==> src/rtl/tff_count_sequencer.sv <==
// Toggle-vector sequencer for a bank of T flip-flops: turns the bank's fed-back
// state into per-bit toggle enables that count up/down, load, reload or clear it.
module tff_count_sequencer #(
  parameter int WIDTH = 4
) (
  input  logic             clk,
  input  logic             rst,
  input  logic             start,
  input  logic             stop,
  input  logic             pause,
  input  logic             dir,
  input  logic             wrap,
  input  logic             load,
  input  logic [WIDTH-1:0] load_val,
  input  logic [WIDTH-1:0] limit,
  input  logic [WIDTH-1:0] q_in,
  output logic [WIDTH-1:0] t_out,
  output logic             busy,
  output logic             done,
  output logic [1:0]       state
);

  typedef enum logic [1:0] {
    IDLE = 2'b00,
    RUN  = 2'b01,
    HOLD = 2'b10,
    DONE = 2'b11
  } state_t;

  localparam logic [WIDTH-1:0] ONE = {{(WIDTH-1){1'b0}}, 1'b1};

  state_t cur;
  logic   at_top;
  logic   at_zero;
  logic   counting;

  assign at_top   = (q_in == limit);
  assign at_zero  = (q_in == '0);
  assign counting = (cur == RUN) && !stop && !load && !pause;

  // Toggle vector: bit i flips when (next value XOR current value) has bit i set.
  // Gated by rst so the bank sees no toggles while reset is held.
  always_comb begin
    t_out = '0;
    if (!rst && !stop) begin
      if (load) begin
        t_out = q_in ^ load_val;
      end else if (counting) begin
        if (dir) begin
          if (!at_top)   t_out = q_in ^ (q_in + ONE);
          else if (wrap) t_out = q_in;
        end else begin
          if (!at_zero)  t_out = q_in ^ (q_in - ONE);
          else if (wrap) t_out = limit;
        end
      end
    end
  end

  always_ff @(posedge clk or posedge rst) begin
    if (rst) begin
      cur <= IDLE;
    end else if (stop) begin
      cur <= IDLE;
    end else begin
      case (cur)
        IDLE: if (start) cur <= RUN;
        RUN: begin
          if (!load) begin
            if (pause)
              cur <= HOLD;
            else if (dir && at_top && !wrap)
              cur <= DONE;
            else if (!dir && at_zero && !wrap)
              cur <= DONE;
          end
        end
        HOLD: if (!load && !pause) cur <= RUN;
        // DONE lasts exactly one cycle regardless of load.
        DONE: cur <= IDLE;
        default: cur <= IDLE;
      endcase
    end
  end

  assign state = cur;
  assign busy  = (cur == RUN) || (cur == HOLD);
  assign done  = (cur == DONE);

endmodule
==> config.mk <==
export PLATFORM = sky130hd
export DESIGN_NAME = tff_count_sequencer
export DESIGN_NICKNAME = d
export VERILOG_FILES = /design/src/rtl/tff_count_sequencer.sv
export SDC_FILE = /design/constraint.sdc
export NUM_CORES = 1
export LEC_CHECK = 0
export CAP_MARGIN = 40
export CORE_MARGIN = 8
export CORE_UTILIZATION = 40
export DETAILED_ROUTE_END_ITERATION = 8
export HOLD_SLACK_MARGIN = 0.15
export MAX_ROUTING_LAYER = met4
export PLACE_DENSITY = 0.81
export SYNTH_ARGS = -nofsm -noshare
export SYNTH_HDL_FRONTEND = slang
export SYNTH_SLANG_ARGS = --single-unit
==> constraint.sdc <==
create_clock -name clk -period 9.67 [get_ports clk]
set_input_delay 2.901 -clock clk [delete_from_list [all_inputs] [get_ports clk]]
set_output_delay 2.901 -clock clk [all_outputs]
set_load 0.02 [all_outputs]
==> impl_metrics.tcl, run 1 <==
set metrics [dict create \
    outcome "finished clean" \
    drive_above_1_share_pct 4.76 \
    io_buffer_count 27 \
    worst_setup_hold_path_clk_slew_ps 30 \
    vias 650 \
    start_util_pct 43.0 \
    cp.required_ps 6770 \
    power_frac_clock_pct 21.1 \
    rsz0062_at_grt "false" \
    crit_family "buffers and inverters" \
    ir_drop_v 0.0000842 \
    io_pins 28 \
    final_core_util_pct 64.6 \
    cts_setup_buffers 0 \
    internal_power_w 0.0000501 \
    cts-resized-gates 0 \
    seqPwrFrac_pct 15.5 \
    gp_congestion 0.876 \
    die-area_um2 2880 \
    setup_viol 0 \
    p_per_area_nw_per_um2 97.6 \
    clock_path_buffers 2 \
    dpl_cell_area_um2 828 \
    finalInstanceArea_um2 851 \
    viasPerCell 5.42 \
    place_worst_setup_slack_ps 1420 \
    h-tree-depth 1 \
    yosysUniqueCellTypes 31 \
    p_leak_nw 0.356 \
    synthSimpleGateAreaFrac_pct 23.4 \
    relSlewSlack_pct 71.9 \
    start_kind "primary input" \
    largest_reg_flops 2 \
    clock_sinks 2 \
    place_hpwl_um 1300 \
    dr.pass1.iters 4 \
    cts_hold_buf 0 \
    drtAntennaViolNets 0 \
    synth_top_family_by_area "compound AO/OA/AOI/OAI gates" \
    min_path_type "register to register" \
    fin_crit_sh_pct 85.2 \
    antenna_found_initial 0 \
    diodes 0 \
    synthesis.nets 106 \
    cts_tree "yes" \
    finalHoldViolCount 0 \
    area_growth_pct 50.1 \
    reg2reg_slack_ps 7860 \
    yosysWarningCount 0 \
    synth_edf_count 0 \
    avgRoutedWirePerCell_um 13.1 \
    combPwrFrac_pct 63.4 \
    nets 133 \
    grtUsageTotal_pct 12.0 \
    sw_frac_of_total_pct 39.6 \
    switchingPower_w 0.0000329 \
    route.detailed.drc 0 \
    clk_latency_ps 220 \
    fin_skew_ps 1.04 \
    synth_xor_area_share_pct 13.9 \
    muxShareOfSynthArea_pct 3.75 \
    critPathMaxStageDelay_ps 590 \
    synth_area_per_cell_um2 7.08 \
    initialDrtViolationCount 12 \
    cp_max_fo 9 \
    async_flop_share_pct 100 \
    maxSlewViolCount 0 \
    synth_top_area_share_pct 13.2 \
    wl_um 1570 \
    synth_compound_area_share_pct 26.0 \
    synth_common_cells "inv_1, nor2_1, a21oi_1, ha_1, nand2_1" \
    ys_seq_area_share_pct 8.83 \
    synthAdderAreaFrac_pct 13.2 \
    worstSetupPathType "primary input to output port" \
    path_cells "clkdlybuf4s50_1, xor2_1, nor4_4, mux2_2, a21oi_1, a21oi_1, clkdlybuf4s50_1" \
    cp.arrival_ps 5340 \
    synth_ff_type "dfrtp_1" \
    fmax_ghz 0.121 \
    crit_path_end_kind "output port" \
    cts_made_buffers 3 \
    grt_pass1_wl_um 2680 \
    synthCells 80 \
    setup_slack_ps 1430 \
    grt_pass1_vias 603 \
    synth_area_um2 567 \
    slowest_stage "clkdlybuf4s50_1" \
    tns_ps 0 \
    max_slew.worst_pin.slew_ps 418 \
    synth_area_leaders "ha_1, dfrtp_1, xor2_1" \
    cap_violations 0 \
    coreArea_um2 1320 \
    fp.dieH_um 53.6 \
    globalRouteOverflowTotal 0 \
    synth-seq-cells 2 \
    dieWidth_um 53.6 \
    grt_max_degree 10 \
    clock-root-buffer "clkbuf_4" \
    yosys.area.top_type "ha_1" \
    critPathBufInv 2 \
    num_rows 13 \
    fin_crit_ps 8240 \
]
## final timing paths
path | startpoint | end | depth (start not counted)
worst max register to register | state[1] | state[1] | 6
worst min register to register | state[0] | state[0] | 2
worst max-delay path | q_in[1] | t_out[1] | 7
min in group asynchronous | rst | state[0] | 2
worst min-delay path | state[0] | state[0] | 2
max in group asynchronous | rst | state[1] | 2
## through the flow
stage / hold slack (ps) / cells / power [W]
floorplan: 699 / 80 / 0.0000442
global placement: 653 / 117 / 0.0000650
detailed placement: 678 / 117 / 0.0000658
CTS: 682 / 120 / 0.0000844
global route: 728 / 120 / 0.0000904
finish: 678 / 120 / 0.0000830
## layout make-up
class,count,area [µm²]
clock buffer,3,22.5
fill,115,467
inverter,9,33.8
multi-input combinational,64,455
sequential,2,50.0
tap,15,18.8
timing repair buffer,27,270
## worst reg2reg max path, stage by stage (launching register included)
cell      delay (ps)
dfrtp_1          420
inv_1             90
ha_1             230
a21oi_1          150
o22ai_1          150
or3_1            400
a211oi_1         260
## layout by cell type (no fill, tap or decap)
master	Yosys	routed
and3b_1	1	1
and2b_1	1	1
nor4_4	1	1
nand2_1	6	6
nand3_1	3	3
a211oi_1	3	3
a21boi_0	1	1
o22ai_1	1	1
clkbuf_4	0	3
nand2b_1	1	1
o21ai_0	1	1
o221ai_1	2	2
inv_1	9	9
o311ai_0	1	1
or3_1	1	1
ha_1	6	6
nor3_1	1	1
mux2i_1	1	1
clkdlybuf4s50_1	0	27
a41o_1	1	1
o32ai_1	1	1
nor2_1	9	9
xnor2_1	4	4
a31oi_1	3	3
nor2b_1	1	1
xor2_1	5	5
mux2_2	1	1
a21oi_1	7	7
dfrtp_1	2	2
o21bai_1	1	1
## layer usage
| metal | vias to the layer above | wire length [µm] | global-route usage, % | part of all wire (%) |
|---|---|---|---|---|
| li1 | 335 | - | - | - |
| met1 | 301 | 696 | 15.8 | 44 |
| met2 | 14 | 782 | 18.8 | 50 |
| met3 | 0 | 91 | 1.65 | 5.8 |
| met4 | 0 | 0 | 2.52 | 0 |
| met5 | - | 0 | - | 0 |
## cells by family after synthesis
| group | after synthesis |
|---|---|
| simple gates | 25 |
| compound gates | 22 |
| buf+inv | 14 |
| xor+xnor | 9 |
| fa+ha+maj | 6 |
| mux | 2 |
| flops | 2 |
## power groups by stage
stage	Combinational, W	Sequential [W]	Clock [W]
after floorplan	0.0000298	0.0000145	0
after global placement	0.0000522	0.0000127	0
after detailed placement	0.0000529	0.0000129	0
after CTS	0.0000530	0.0000129	0.0000185
after global routing	0.0000580	0.0000133	0.0000190
final	0.0000526	0.0000129	0.0000175
Note: power is estimated with default switching activity, not from simulation.
==> run 2: changes to the inputs <==
--- a/config.mk
+++ b/config.mk
@@ -6,12 +6,14 @@
 export NUM_CORES = 1
 export LEC_CHECK = 0
 export CAP_MARGIN = 40
-export CORE_MARGIN = 8
-export CORE_UTILIZATION = 40
+export CELL_PAD_IN_SITES_DETAIL_PLACEMENT = 1
+export CELL_PAD_IN_SITES_GLOBAL_PLACEMENT = 1
+export CORE_UTILIZATION = 30
+export CTS_BUF_LIST = sky130_fd_sc_hd__clkbuf_4 sky130_fd_sc_hd__clkbuf_8
 export DETAILED_ROUTE_END_ITERATION = 8
 export HOLD_SLACK_MARGIN = 0.15
 export MAX_ROUTING_LAYER = met4
-export PLACE_DENSITY = 0.81
+export PLACE_DENSITY = 0.88
 export SYNTH_ARGS = -nofsm -noshare
 export SYNTH_HDL_FRONTEND = slang
 export SYNTH_SLANG_ARGS = --single-unit
==> impl_metrics.tcl, run 2 (same netlist as run 1, synthesis figures left out) <==
set metrics [dict create \
    outcome "finished clean" \
    cap_violations 0 \
    cp_max_fo 9 \
    gp_congestion 0.746 \
    min_to "state[1]" \
    crit_path_end_kind "output port" \
    place_inst 127 \
    finalHoldViolCount 0 \
    clock_sinks 2 \
    cp.arrival_ps 5330 \
    drtAntennaViolNets 0 \
    multi_input_area_um2 455 \
    nets 133 \
    grt_pass1_wl_um 2510 \
    place_hpwl_um 1290 \
    p_per_area_nw_per_um2 96.7 \
    fmax_ghz 0.121 \
    seq_area_um2 50.0 \
    cts_hold_buf 0 \
    wl_um 1540 \
    mostFrequentLayoutCells "clkdlybuf4s50_1, inv_1, nor2_1" \
    tns_ps 0 \
    setup_viol 0 \
    largest_reg_flops 2 \
    cts_setup_buffers 0 \
    critPathMaxStageDelay_ps 590 \
    rr_startpoint "state[1]" \
    io_buffer_count 27 \
    antenna_found_initial 0 \
    initialDrtViolationCount 0 \
    avgRoutedWirePerCell_um 11.8 \
    max_slew.worst_pin.slew_ps 417 \
    r2r_end "state[0]" \
    start_kind "primary input" \
    switchingPower_w 0.0000331 \
    cts_tree "yes" \
    reg2reg_slack_ps 7920 \
    globalRouteOverflowTotal 0 \
    diodes 0 \
    crit_start "q_in[1]" \
    slowest_stage "clkdlybuf4s50_1" \
    hold-path-cell-count 2 \
    seqPwrFrac_pct 15.4 \
    final_cells 130 \
    io_pins 28 \
    grt_max_degree 10 \
    maxSlewViolCount 0 \
    grtUsageTotal_pct 16.5 \
    drive_above_1_share_pct 4.76 \
    worst_setup_hold_path_clk_slew_ps 30 \
    internal_power_w 0.0000503 \
    hold_slack_ps 665 \
    ir_drop_v 0.0000746 \
    vias 644 \
    clk_latency_ps 220 \
    dr.pass1.iters 1 \
    clock_path_buffers 2 \
    final_common_cell "clkdlybuf4s50_1" \
    sw_frac_of_total_pct 39.7 \
    coreArea_um2 1750 \
    grt_pass1_vias 595 \
    fp.dieH_um 45.5 \
    relSlewSlack_pct 72.0 \
    path_cells "clkdlybuf4s50_1, xor2_1, nor4_4, mux2_2, a21oi_1, a21oi_1, clkdlybuf4s50_1" \
    min_from "state[1]" \
    cp.required_ps 6770 \
    rsz0062_at_grt "false" \
    rr_worst_depth 6 \
    h-tree-depth 1 \
    fin_skew_ps 2.77 \
    p_leak_nw 0.356 \
    fin_crit_ps 8230 \
    combPwrFrac_pct 63.7 \
    start_util_pct 32.5 \
    viasPerCell 4.95 \
    fill_cells 226 \
    power_frac_clock_pct 20.9 \
    area_growth_pct 52.3 \
    cts-resized-gates 0 \
    route.detailed.drc 0 \
    worstSetupPathType "primary input to output port" \
    die-area_um2 2070 \
    cts_made_buffers 3 \
    fin_crit_sh_pct 85.2 \
    dieWidth_um 45.5 \
    clock-root-buffer "clkbuf_4" \
    num_rows 15 \
    min_path_type "register to register" \
]
-- run 2: cell counts in the layout (fill, tap and decap cells not counted) --
No cell type changed its count.
-- run 2: critical path, delay by kind of cell --
kind                      cells  cell delay (ps)
and+or+nand+nor               1              470
buffers and inverters         2             1120
muxes                         1              380
xor gates and xnor gates      1              260
AOI/OAI and AO/OA             2              190
-- run 2: worst max path at each step --
stage | end | slack (ps)
floorplan | t_out[1] | 2540
global placement | t_out[1] | 1470
detailed placement | t_out[1] | 1420
CTS | t_out[1] | 1410
global route | t_out[2] | 1270
finish | t_out[1] | 1440
-- run 2: per-stage QoR --
step / total power, W / util (%) / setup WS [ps] / cell area (µm²)
floorplan: 0.0000442 / - / 2540 / 567
global placement: 0.0000648 / 48.2 / 1470 / 841
detailed placement: 0.0000665 / 48.2 / 1420 / 841
CTS: 0.0000851 / 49.5 / 1410 / 863
global route: 0.0000905 / 49.5 / 1270 / 863
finish: 0.0000835 / 49.5 / 1440 / 863
-- run 2: layout make-up --
cell class	instances	share of cell area [%]
Timing Repair Buffer	27	31.3
Multi-Input combinational cell	64	52.8
Clock buffer	3	2.61
Sequential cell	2	5.80
Tap cell	25	3.62
Inverter	9	3.91
-- run 2: power groups by stage --
stage,clock [W],sequential [W],combinational (W)
2_1_floorplan,0,0.0000145,0.0000298
3_3_place_gp,0,0.0000127,0.0000521
3_5_place_dp,0,0.0000129,0.0000536
4_1_cts,0.0000184,0.0000129,0.0000538
5_1_grt,0.0000189,0.0000131,0.0000585
6_report,0.0000175,0.0000128,0.0000532
-- run 2: layer usage --
metal | vias to the layer above | part of all wire, % | track usage (%) | wire length [µm]
li1 | 333 | - | - | -
met1 | 300 | 50 | 23.3 | 772
met2 | 11 | 47 | 26.3 | 720
met3 | 0 | 3.1 | 1.19 | 47
met4 | 0 | 0 | 1.82 | 0
met5 | - | 0 | - | 0
